**src/rtl/sync_capture_counter.sv**
```systemverilog
// -----------------------------------------------------------------------------
// sync_capture_counter
//
// Multi-channel synchronous event counter with snapshot capture. Every channel
// counts its own event pulse (already synchronised to clk) while the common
// count enable is high. A single-cycle capture strobe copies all counters into
// a holding register and restarts the counters in the same cycle, so no event
// is lost between consecutive windows. The snapshot is offered to a consumer
// with a valid/ready handshake; a capture that cannot be delivered because the
// previous snapshot is still pending sets a sticky overrun flag.
//
// Parameters:
//   width     bits per channel counter (>= 2)
//   channels  number of independent counters (>= 1)
//   saturate  0: wrap from 2^width-1 to 0, 1: hold at 2^width-1
//
// Ports:
//   clk       clock; every register updates on its rising edge
//   clr       synchronous, active-high reset; overrides all other inputs
//   clkEn     count enable, common to all channels
//   evIn      per-channel event pulse, one count per high cycle
//   cap       capture strobe, single cycle
//   cntOut    holding register; channel i at bits [i*width +: width]
//   outValid  holding register contains an unconsumed snapshot
//   outReady  consumer accepts the snapshot while outValid is high
//   overrun   sticky; a capture was dropped because the snapshot was pending
//   cntOvf    (only with CNT_OVF_FLAG_EN) per-channel wrap/saturation flag,
//             captured alongside cntOut
//
// Optional feature: define CNT_OVF_FLAG_EN to add the cntOvf output and the
// per-channel overflow flag logic. Without it the port and logic are absent
// and all other behaviour is identical.
//
// All outputs come straight from registers; there is no combinational path
// from any input to any output.
// -----------------------------------------------------------------------------
module sync_capture_counter #(
  parameter int unsigned width    = 16,
  parameter int unsigned channels = 1,
  parameter bit          saturate = 1'b0
) (
  input  logic                      clk,
  input  logic                      clr,
  input  logic                      clkEn,
  input  logic [channels-1:0]       evIn,
  input  logic                      cap,
  output logic [channels*width-1:0] cntOut,
  output logic                      outValid,
  input  logic                      outReady,
  output logic                      overrun
`ifdef CNT_OVF_FLAG_EN
  ,
  output logic [channels-1:0]       cntOvf
`endif
);

  typedef logic [width-1:0] cnt_t;

  localparam cnt_t CNT_MAX = '1;
  localparam cnt_t CNT_ONE = cnt_t'(1);

  // Live counters and their next values.
  cnt_t cnt_q [channels];
  cnt_t cnt_d [channels];

  // Per-channel qualified event and "counter sits at its top value".
  logic [channels-1:0] inc;
  logic [channels-1:0] at_max;

  // Pre-edge counter values packed in the output layout.
  logic [channels*width-1:0] snap;

  // Handshake decode.
  logic load;     // holding register takes a new snapshot this edge
  logic xfer;     // consumer takes the current snapshot this edge
  logic dropped;  // capture arrives while the old snapshot is still pending

`ifdef CNT_OVF_FLAG_EN
  logic [channels-1:0] ovf_q;    // live per-window overflow flags
  logic [channels-1:0] ovf_d;
  logic [channels-1:0] ovf_evt;  // wrap or saturation happening this cycle
`endif

  // ---------------------------------------------------------------------------
  // Counter next-state
  // ---------------------------------------------------------------------------
  always_comb begin
    // NOTE: every signal driven here gets a default first so no path through
    // the block leaves it unassigned, which would otherwise infer a latch.
    inc    = {channels{clkEn}} & evIn;
    at_max = '0;
    snap   = '0;
    for (int i = 0; i < channels; i++) begin
      cnt_d[i]  = cnt_q[i];
      at_max[i] = (cnt_q[i] == CNT_MAX);
      snap[i*width +: width] = cnt_q[i];

      if (cap) begin
        // The capture-cycle event belongs to the new window, so the counter
        // restarts at 1 rather than 0 when an event coincides with capture.
        cnt_d[i] = inc[i] ? CNT_ONE : '0;
      end else if (inc[i]) begin
        if (at_max[i]) begin
          cnt_d[i] = saturate ? CNT_MAX : '0;
        end else begin
          cnt_d[i] = cnt_q[i] + CNT_ONE;
        end
      end
    end
  end

`ifdef CNT_OVF_FLAG_EN
  // ---------------------------------------------------------------------------
  // Overflow flags: a qualifying event while the counter is at its top value is
  // a wrap (saturate=0) or a saturation hit (saturate=1). Capture starts a new
  // window, so the live flag only keeps an event that falls in that very cycle.
  // ---------------------------------------------------------------------------
  always_comb begin
    ovf_evt = inc & at_max;
    ovf_d   = cap ? ovf_evt : (ovf_q | ovf_evt);
  end
`endif

  // ---------------------------------------------------------------------------
  // Handshake decode
  // ---------------------------------------------------------------------------
  always_comb begin
    xfer    = outValid & outReady;
    load    = cap & (~outValid | outReady);
    dropped = cap & outValid & ~outReady;
  end

  // ---------------------------------------------------------------------------
  // State registers
  // ---------------------------------------------------------------------------
  always_ff @(posedge clk) begin
    // NOTE: sequential state uses non-blocking assignments so every register
    // samples the pre-edge values regardless of statement order.
    if (clr) begin
      // NOTE: the holding register is reset too, because cntOut is visible to
      // the consumer and must read 0 after clr, not a stale snapshot.
      for (int i = 0; i < channels; i++) begin
        cnt_q[i] <= '0;
      end
      cntOut   <= '0;
      outValid <= 1'b0;
      overrun  <= 1'b0;
`ifdef CNT_OVF_FLAG_EN
      ovf_q    <= '0;
      cntOvf   <= '0;
`endif
    end else begin
      for (int i = 0; i < channels; i++) begin
        cnt_q[i] <= cnt_d[i];
      end

      // A load wins over a transfer: when both happen the new snapshot
      // replaces the one being consumed and outValid stays high.
      if (load) begin
        cntOut   <= snap;
        outValid <= 1'b1;
      end else if (xfer) begin
        outValid <= 1'b0;
      end

      if (dropped) begin
        overrun <= 1'b1;
      end

`ifdef CNT_OVF_FLAG_EN
      ovf_q <= ovf_d;
      if (load) begin
        cntOvf <= ovf_q;
      end
`endif
    end
  end

endmodule

```
**config.mk**
```make
export PLATFORM = sky130hd
export DESIGN_NAME = sync_capture_counter
export DESIGN_NICKNAME = d
export VERILOG_FILES = /design/src/rtl/sync_capture_counter.sv
export SDC_FILE = /design/constraint.sdc
export NUM_CORES = 1
export LEC_CHECK = 0
export ABC_CLOCK_PERIOD_IN_PS = 2570
export CAP_MARGIN = 25
export CORE_ASPECT_RATIO = 0.6
export CORE_MARGIN = 5
export CORE_UTILIZATION = 51
export DETAILED_ROUTE_END_ITERATION = 7
export PLACE_DENSITY_LB_ADDON = 0.1
export SYNTH_ARGS = -nofsm -noshare
export SYNTH_HDL_FRONTEND = slang
export SYNTH_SLANG_ARGS = --single-unit
```
**constraint.sdc**
```tcl
create_clock -name clk -period 2.57 [get_ports clk]
set_clock_uncertainty 0.2 [all_clocks]
set_input_delay 0.514 -clock clk [delete_from_list [all_inputs] [get_ports clk]]
set_output_delay 0.514 -clock clk [all_outputs]
set_load 0.01 [all_outputs]
```
==> impl_metrics.yaml, run 1 <==
outcome:
  status: "finished clean"
clock_tree:
  clock_latency_ns: 0.28
  cts_buffer_depth: 2
  clock_sinks: 34
  clk_root_buffer_cell: "clkbuf_8"
  cts_tree: "done"
  clk_pin_slew_worst_paths_ns: 0.06
  post_cts_resize_count: 0
  post_cts_buffers: 0
  cts_buffers: 5
  ctsHoldBuffers: 0
  htreeDepth: 2
die:
  row_count: 14
  fp.coreArea_sq_mm: 0.00256
  start_util: 0.545
  die_w_microns: 77.5
  fp.dieArea_sq_mm: 0.00392
  io_pins: 24
  die_h_microns: 50.5
logic_synthesis:
  netlist_area_sq_mm: 0.00140
  yosysUniqueCellTypes: 31
  syn_nets: 175
  ys_seq_area_frac: 0.488
  synth-main-ff-cell: "dfxtp_1"
  synth_top_area_share: 0.488
  ys_seq_elements: 34
  synth-async-reset-ratio: 0
  yosys_warnings: 0
  yosysTopAreaCell: "dfxtp_1"
  synth_commonest_cells: "dfxtp_1, nand2_1, a21oi_1"
  synth_area_leaders: "dfxtp_1, nand2_1, a21oi_1"
  syn-mean-instance-area_sq_um: 8.30
  synth-edff-count: 0
  synthCells: 168
final_layout:
  fin_area_sq_mm: 0.00175
  diodes: 0
  area_delta_synth_final_pct: 25.6
  drive_above_1_share: 0.0765
  final_nets: 203
  stdcell_count: 228
  postLayoutCoreUtil: 0.685
routing:
  firstDrtPassIters: 4
  vias_per_cell: 5.55
  wire_per_inst_microns: 14.4
  via_count: 1266
  initialDrtViolationCount: 80
  routed_wl_mm: 3.27
  remaining_drc_errors: 0
  ant_nets: 0
worst_setup_path:
  cp_common_cell: "buf_4"
  cp-end-kind: "flop"
  cp-start-kind: "primary input"
  slowest_stage: "clkdlybuf4s50_1"
  r2r_setup_slack_ns: 0.40
  worstPathMaxFanout: 5
  arrival_ns: 2.15
  path_cells: "clkdlybuf4s50_1 -> nand4_2 -> buf_4 -> nor4_1 -> buf_4 -> mux2i_1 -> nor4b_1"
  slowest_delay_ns: 0.54
  crit_type: "primary input to flop"
  cp.required_ns: 2.55
power:
  power.density_mw_per_mm2: 540
  swShare: 0.220
  combPwrFrac: 0.053
  power_mw: 0.945
  clkPwrFrac: 0.382
  p_switching_mw: 0.208
  seqPwrFrac: 0.565
  leakage_nw: 0.568
  peakVddDrop_v: 0.000326
  intPower_mw: 0.737
sta:
  setup_ws_ns: 0.399
  rsz0062_at_grt: "false"
  max_freq_mhz: 461
  relSlewSlack: 0.614
  worstMarginPinSlew_ns: 0.579
  worst_hold_slack_ns: 0.253
  final_hold_viol_count: 0
  drv_slew: 0
  tns_ns: 0
  fin_crit_ns: 2.17
  timing.final.crit_share: 0.845
  setup_viol: 0
place:
  dp_cells: 221
  dp_hpwl_mm: 2.37
  placed_area_sq_mm: 0.00168
  dpl_worst_slack_ns: 0.117
  globalplace.congestion: 0.864
  io_buffers: 23
global_route:
  grt-busiest-layer: "met2"
  grtUsageMet3: 0.0571
  grt_pass1_wl_mm: 5.46
  grt_use_total: 0.176
  antenna_found_initial: 0
  met2_usage: 0.281
  grt_pass1_vias: 1185
  grt_max_degree: 21
  grt.overflow.total: 0
  global_route.usage.met1: 0.219
flow_run:
  maxCapViolCount: 0
min_path:
  hp-class: "flop to flop"
==> area by class of cell <==
cell class | count | area [sq um]
Tap cell | 32 | 40.0
Fill cell | 208 | 806
Inverter | 1 | 3.75
Multi-Input combinational cell | 126 | 683
Clock buffer | 7 | 76.3
Sequential cell | 34 | 681
Timing Repair Buffer | 28 | 268
==> cells in the final DEF, fill, tap and decap left out, drive strengths merged, types with 2 or more instances in the layout <==
master         synthesis  layout
buf                    1       5
a21oi                 19      19
nor4                   4       4
or3                    2       2
nor2b                  2       2
and2                   2       2
clkbuf                 6       7
nand4                  5       5
nor2                  18      18
dfxtp                 34      34
xnor2                  5       5
nand2                 35      35
o21ai                  3       3
xor2                   7       7
clkdlybuf4s50          0      23
nand3                 11      11
and4                   2       2
==> cells by family (layout without fill, tap and decap cells) <==
family,after synthesis,count (layout),share of synthesized area
AOI/OAI and AO/OA,24,24,0.0888
xor gates and xnor gates,12,12,0.0753
adders and majority gates,1,1,0.00897
buffers and inverters,8,36,0.0224
DFF,34,34,0.488
muxes,1,1,0.00718
and+or+nand+nor,88,88,0.309
==> critical path, delay by kind of cell <==
kind | cells | cell delay, ns
AND/OR/NAND/NOR | 3 | 0.68
buffers and inverters | 3 | 0.90
multiplexers | 1 | 0.07
==> power by group through the flow <==
| stage | combinational [mW] | clock (mW) | sequential [mW] |
|---|---|---|---|
| after floorplan | 0.0255 | 0 | 0.547 |
| after global placement | 0.0478 | 0 | 0.546 |
| after detailed placement | 0.0489 | 0 | 0.546 |
| after CTS | 0.0490 | 0.368 | 0.534 |
| after global routing | 0.0538 | 0.396 | 0.534 |
| final | 0.0497 | 0.361 | 0.534 |
==> path summary, 6_finish.rpt <==
path / from / endpoint / depth (start not counted)
worst max-delay path: evIn / cnt_q[0][15]$_SDFFE_PP0P_ / 7
worst min-delay path: cntOut[4]$_SDFFE_PP0P_ / cntOut[4]$_SDFFE_PP0P_ / 2
worst max register to register: cnt_q[0][1]$_SDFFE_PP0P_ / cnt_q[0][14]$_SDFFE_PP0P_ / 5
worst min register to register: cntOut[4]$_SDFFE_PP0P_ / cntOut[4]$_SDFFE_PP0P_ / 2
==> registers in the layout, summed over array words and instances (netlist names) <==
| name | cells |
|---|---|
| outValid | 1 |
| overrun | 1 |
| cntOut | 16 |
| cnt_q | 16 |
==> routing by layer <==
layer  up-vias  share of wire
li1        627              -
met1       585           0.46
met2        44           0.46
met3        10          0.062
met4         0          0.021
met5         -              0
(Power assumes the default switching activity.)
==> run 2: changes to the inputs <==
Settings changed: ABC_CLOCK_PERIOD_IN_PS 2570 to 2100.
Clock period 2.57 ns to 2.1 ns, I/O delays scaled along.
==> impl_metrics.yaml, run 2 (synthesized netlist as in run 1, its figures left out) <==
power:
  power.density_mw_per_mm2: 655
  peakVddDrop_v: 0.000445
  leakage_nw: 0.635
  power_mw: 1.21
worst_setup_path:
  r2r-end: "cnt_q[0][14]$_SDFFE_PP0P_"
  cp-end-kind: "flop"
  slowest_stage: "clkdlybuf4s50_1"
  reg2reg_from: "cnt_q[0][7]$_SDFFE_PP0P_"
  path_cells: "clkdlybuf4s50_1 -> nand4_2 -> or4_4 -> or3_1 -> a21boi_1"
  cp.required_ns: 2.11
  r2r_setup_slack_ns: 0.18
  worstPathMaxFanout: 4
  arrival_ns: 2.04
  reg2regPathDepth: 4
  cp-start-kind: "primary input"
  slowest_delay_ns: 0.52
  crit_path_start: "clkEn"
  crit_type: "primary input to flop"
min_path:
  holdPathStages: 2
  holdPathEnd: "cntOut[4]$_SDFFE_PP0P_"
  hp-class: "flop to flop"
  min_from: "cntOut[4]$_SDFFE_PP0P_"
clock_tree:
  cts_buffer_depth: 2
  htreeDepth: 2
  clk_pin_slew_worst_paths_ns: 0.07
  ctsHoldBuffers: 0
  clk_root_buffer_cell: "clkbuf_8"
  post_cts_buffers: 0
  cts_buffers: 5
  clock_sinks: 34
  cts_tree: "done"
  clock_latency_ns: 0.28
  post_cts_resize_count: 0
final_layout:
  stdcell_count: 240
  final_nets: 214
  fill_cells: 210
  top_regs: "cntOut (16), cnt_q (16)"
  drive_above_1_share: 0.135
  area_delta_synth_final_pct: 32.6
  postLayoutCoreUtil: 0.723
  layout.cells.most_common_list: "nand2_1, dfxtp_1, clkdlybuf4s50_1, a21oi_1, nor2_1"
  diodes: 0
die:
  die_w_microns: 77.5
  fp.dieArea_sq_mm: 0.00392
  start_util: 0.545
  row_count: 14
  die_h_microns: 50.5
  io_pins: 24
  fp.coreArea_sq_mm: 0.00256
routing:
  initialDrtViolationCount: 72
  ant_nets: 0
  wire_per_inst_microns: 13.8
  via_count: 1294
  firstDrtPassIters: 4
  remaining_drc_errors: 0
  routed_wl_mm: 3.32
  vias_per_cell: 5.39
global_route:
  grt_pass1_wl_mm: 5.57
  grt.overflow.total: 0
  grt_max_degree: 17
  antenna_found_initial: 0
  grt_use_total: 0.175
  grt_pass1_vias: 1279
sta:
  rsz0062_at_grt: "false"
  setup_ws_ns: 0.0722
  worstMarginPinSlew_ns: 0.396
  max_freq_mhz: 493
  relSlewSlack: 0.733
  setup_viol: 0
  drv_slew: 0
  fin_crit_ns: 2.03
  timing.final.crit_share: 0.966
  final_hold_viol_count: 0
place:
  dpl_worst_slack_ns: -0.216
  dp_hpwl_mm: 2.50
  globalplace.congestion: 0.789
  io_buffers: 23
  dp_cells: 232
outcome:
  status: "finished clean"
flow_run:
  maxCapViolCount: 0
## run 2: cell types whose count changed in the layout (fill, tap and decap cells not counted)
cell / delta
buf_4: +11
clkbuf_1: -1
clkbuf_8: +1
clkinv_2: +1
## run 2: worst max-delay path by stage
| stage | endpoint | slack (ns) | cells after the start |
|---|---|---|---|
| after floorplan | cnt_q[0][10]$_SDFFE_PP0P_ | 0.11 | 6 |
| after global placement | cnt_q[0][14]$_SDFFE_PP0P_ | -0.16 | 5 |
| after detailed placement | cnt_q[0][14]$_SDFFE_PP0P_ | -0.22 | 5 |
| after CTS | cnt_q[0][14]$_SDFFE_PP0P_ | 0.08 | 5 |
| after global routing | cnt_q[0][15]$_SDFFE_PP0P_ | 0.03 | 7 |
| final | cnt_q[0][14]$_SDFFE_PP0P_ | 0.07 | 5 |
## run 2: cell type report
cell class / count / area (sq um) / area share
Multi-Input combinational cell: 126 / 683 / 0.369
Clock buffer: 7 / 86.3 / 0.0467
Inverter: 1 / 3.75 / 0.00203
Sequential cell: 34 / 681 / 0.368
Timing Repair Buffer: 39 / 350 / 0.189
Clock inverter: 1 / 5.00 / 0.00271
Tap cell: 32 / 40.0 / 0.0217
## run 2: report_power, final
| group | internal, mW | leakage [nW] | switching (mW) |
|---|---|---|---|
| Sequential | 0.649 | 0.274 | 0.00234 |
| Clock | 0.264 | 0.0482 | 0.226 |
| Combinational | 0.0296 | 0.312 | 0.0398 |
| Total | 0.943 | 0.635 | 0.268 |
## run 2: metrics by stage
step	hold slack, ns	setup TNS (ns)	area (sq um)
detailed placement	0.247	-2.37	1760
finish	0.253	0	1850
global placement	0.243	-1.61	1760
floorplan	0.257	0	1400
global route	0.270	0	1850
CTS	0.256	0	1850
## run 2: critical path: cells and delay by family
kind	cells	cell delay [ns]
AND/OR/NAND/NOR	3	0.95
buffers and inverters	1	0.52
AO/OA/AOI/OAI	1	0.15
## run 2: metal layers
metal	global-route usage	routed length (microns)
met3	0.0625	186
met1	0.210	1530
met2	0.295	1550
met5	0	0
met4	0.0571	54
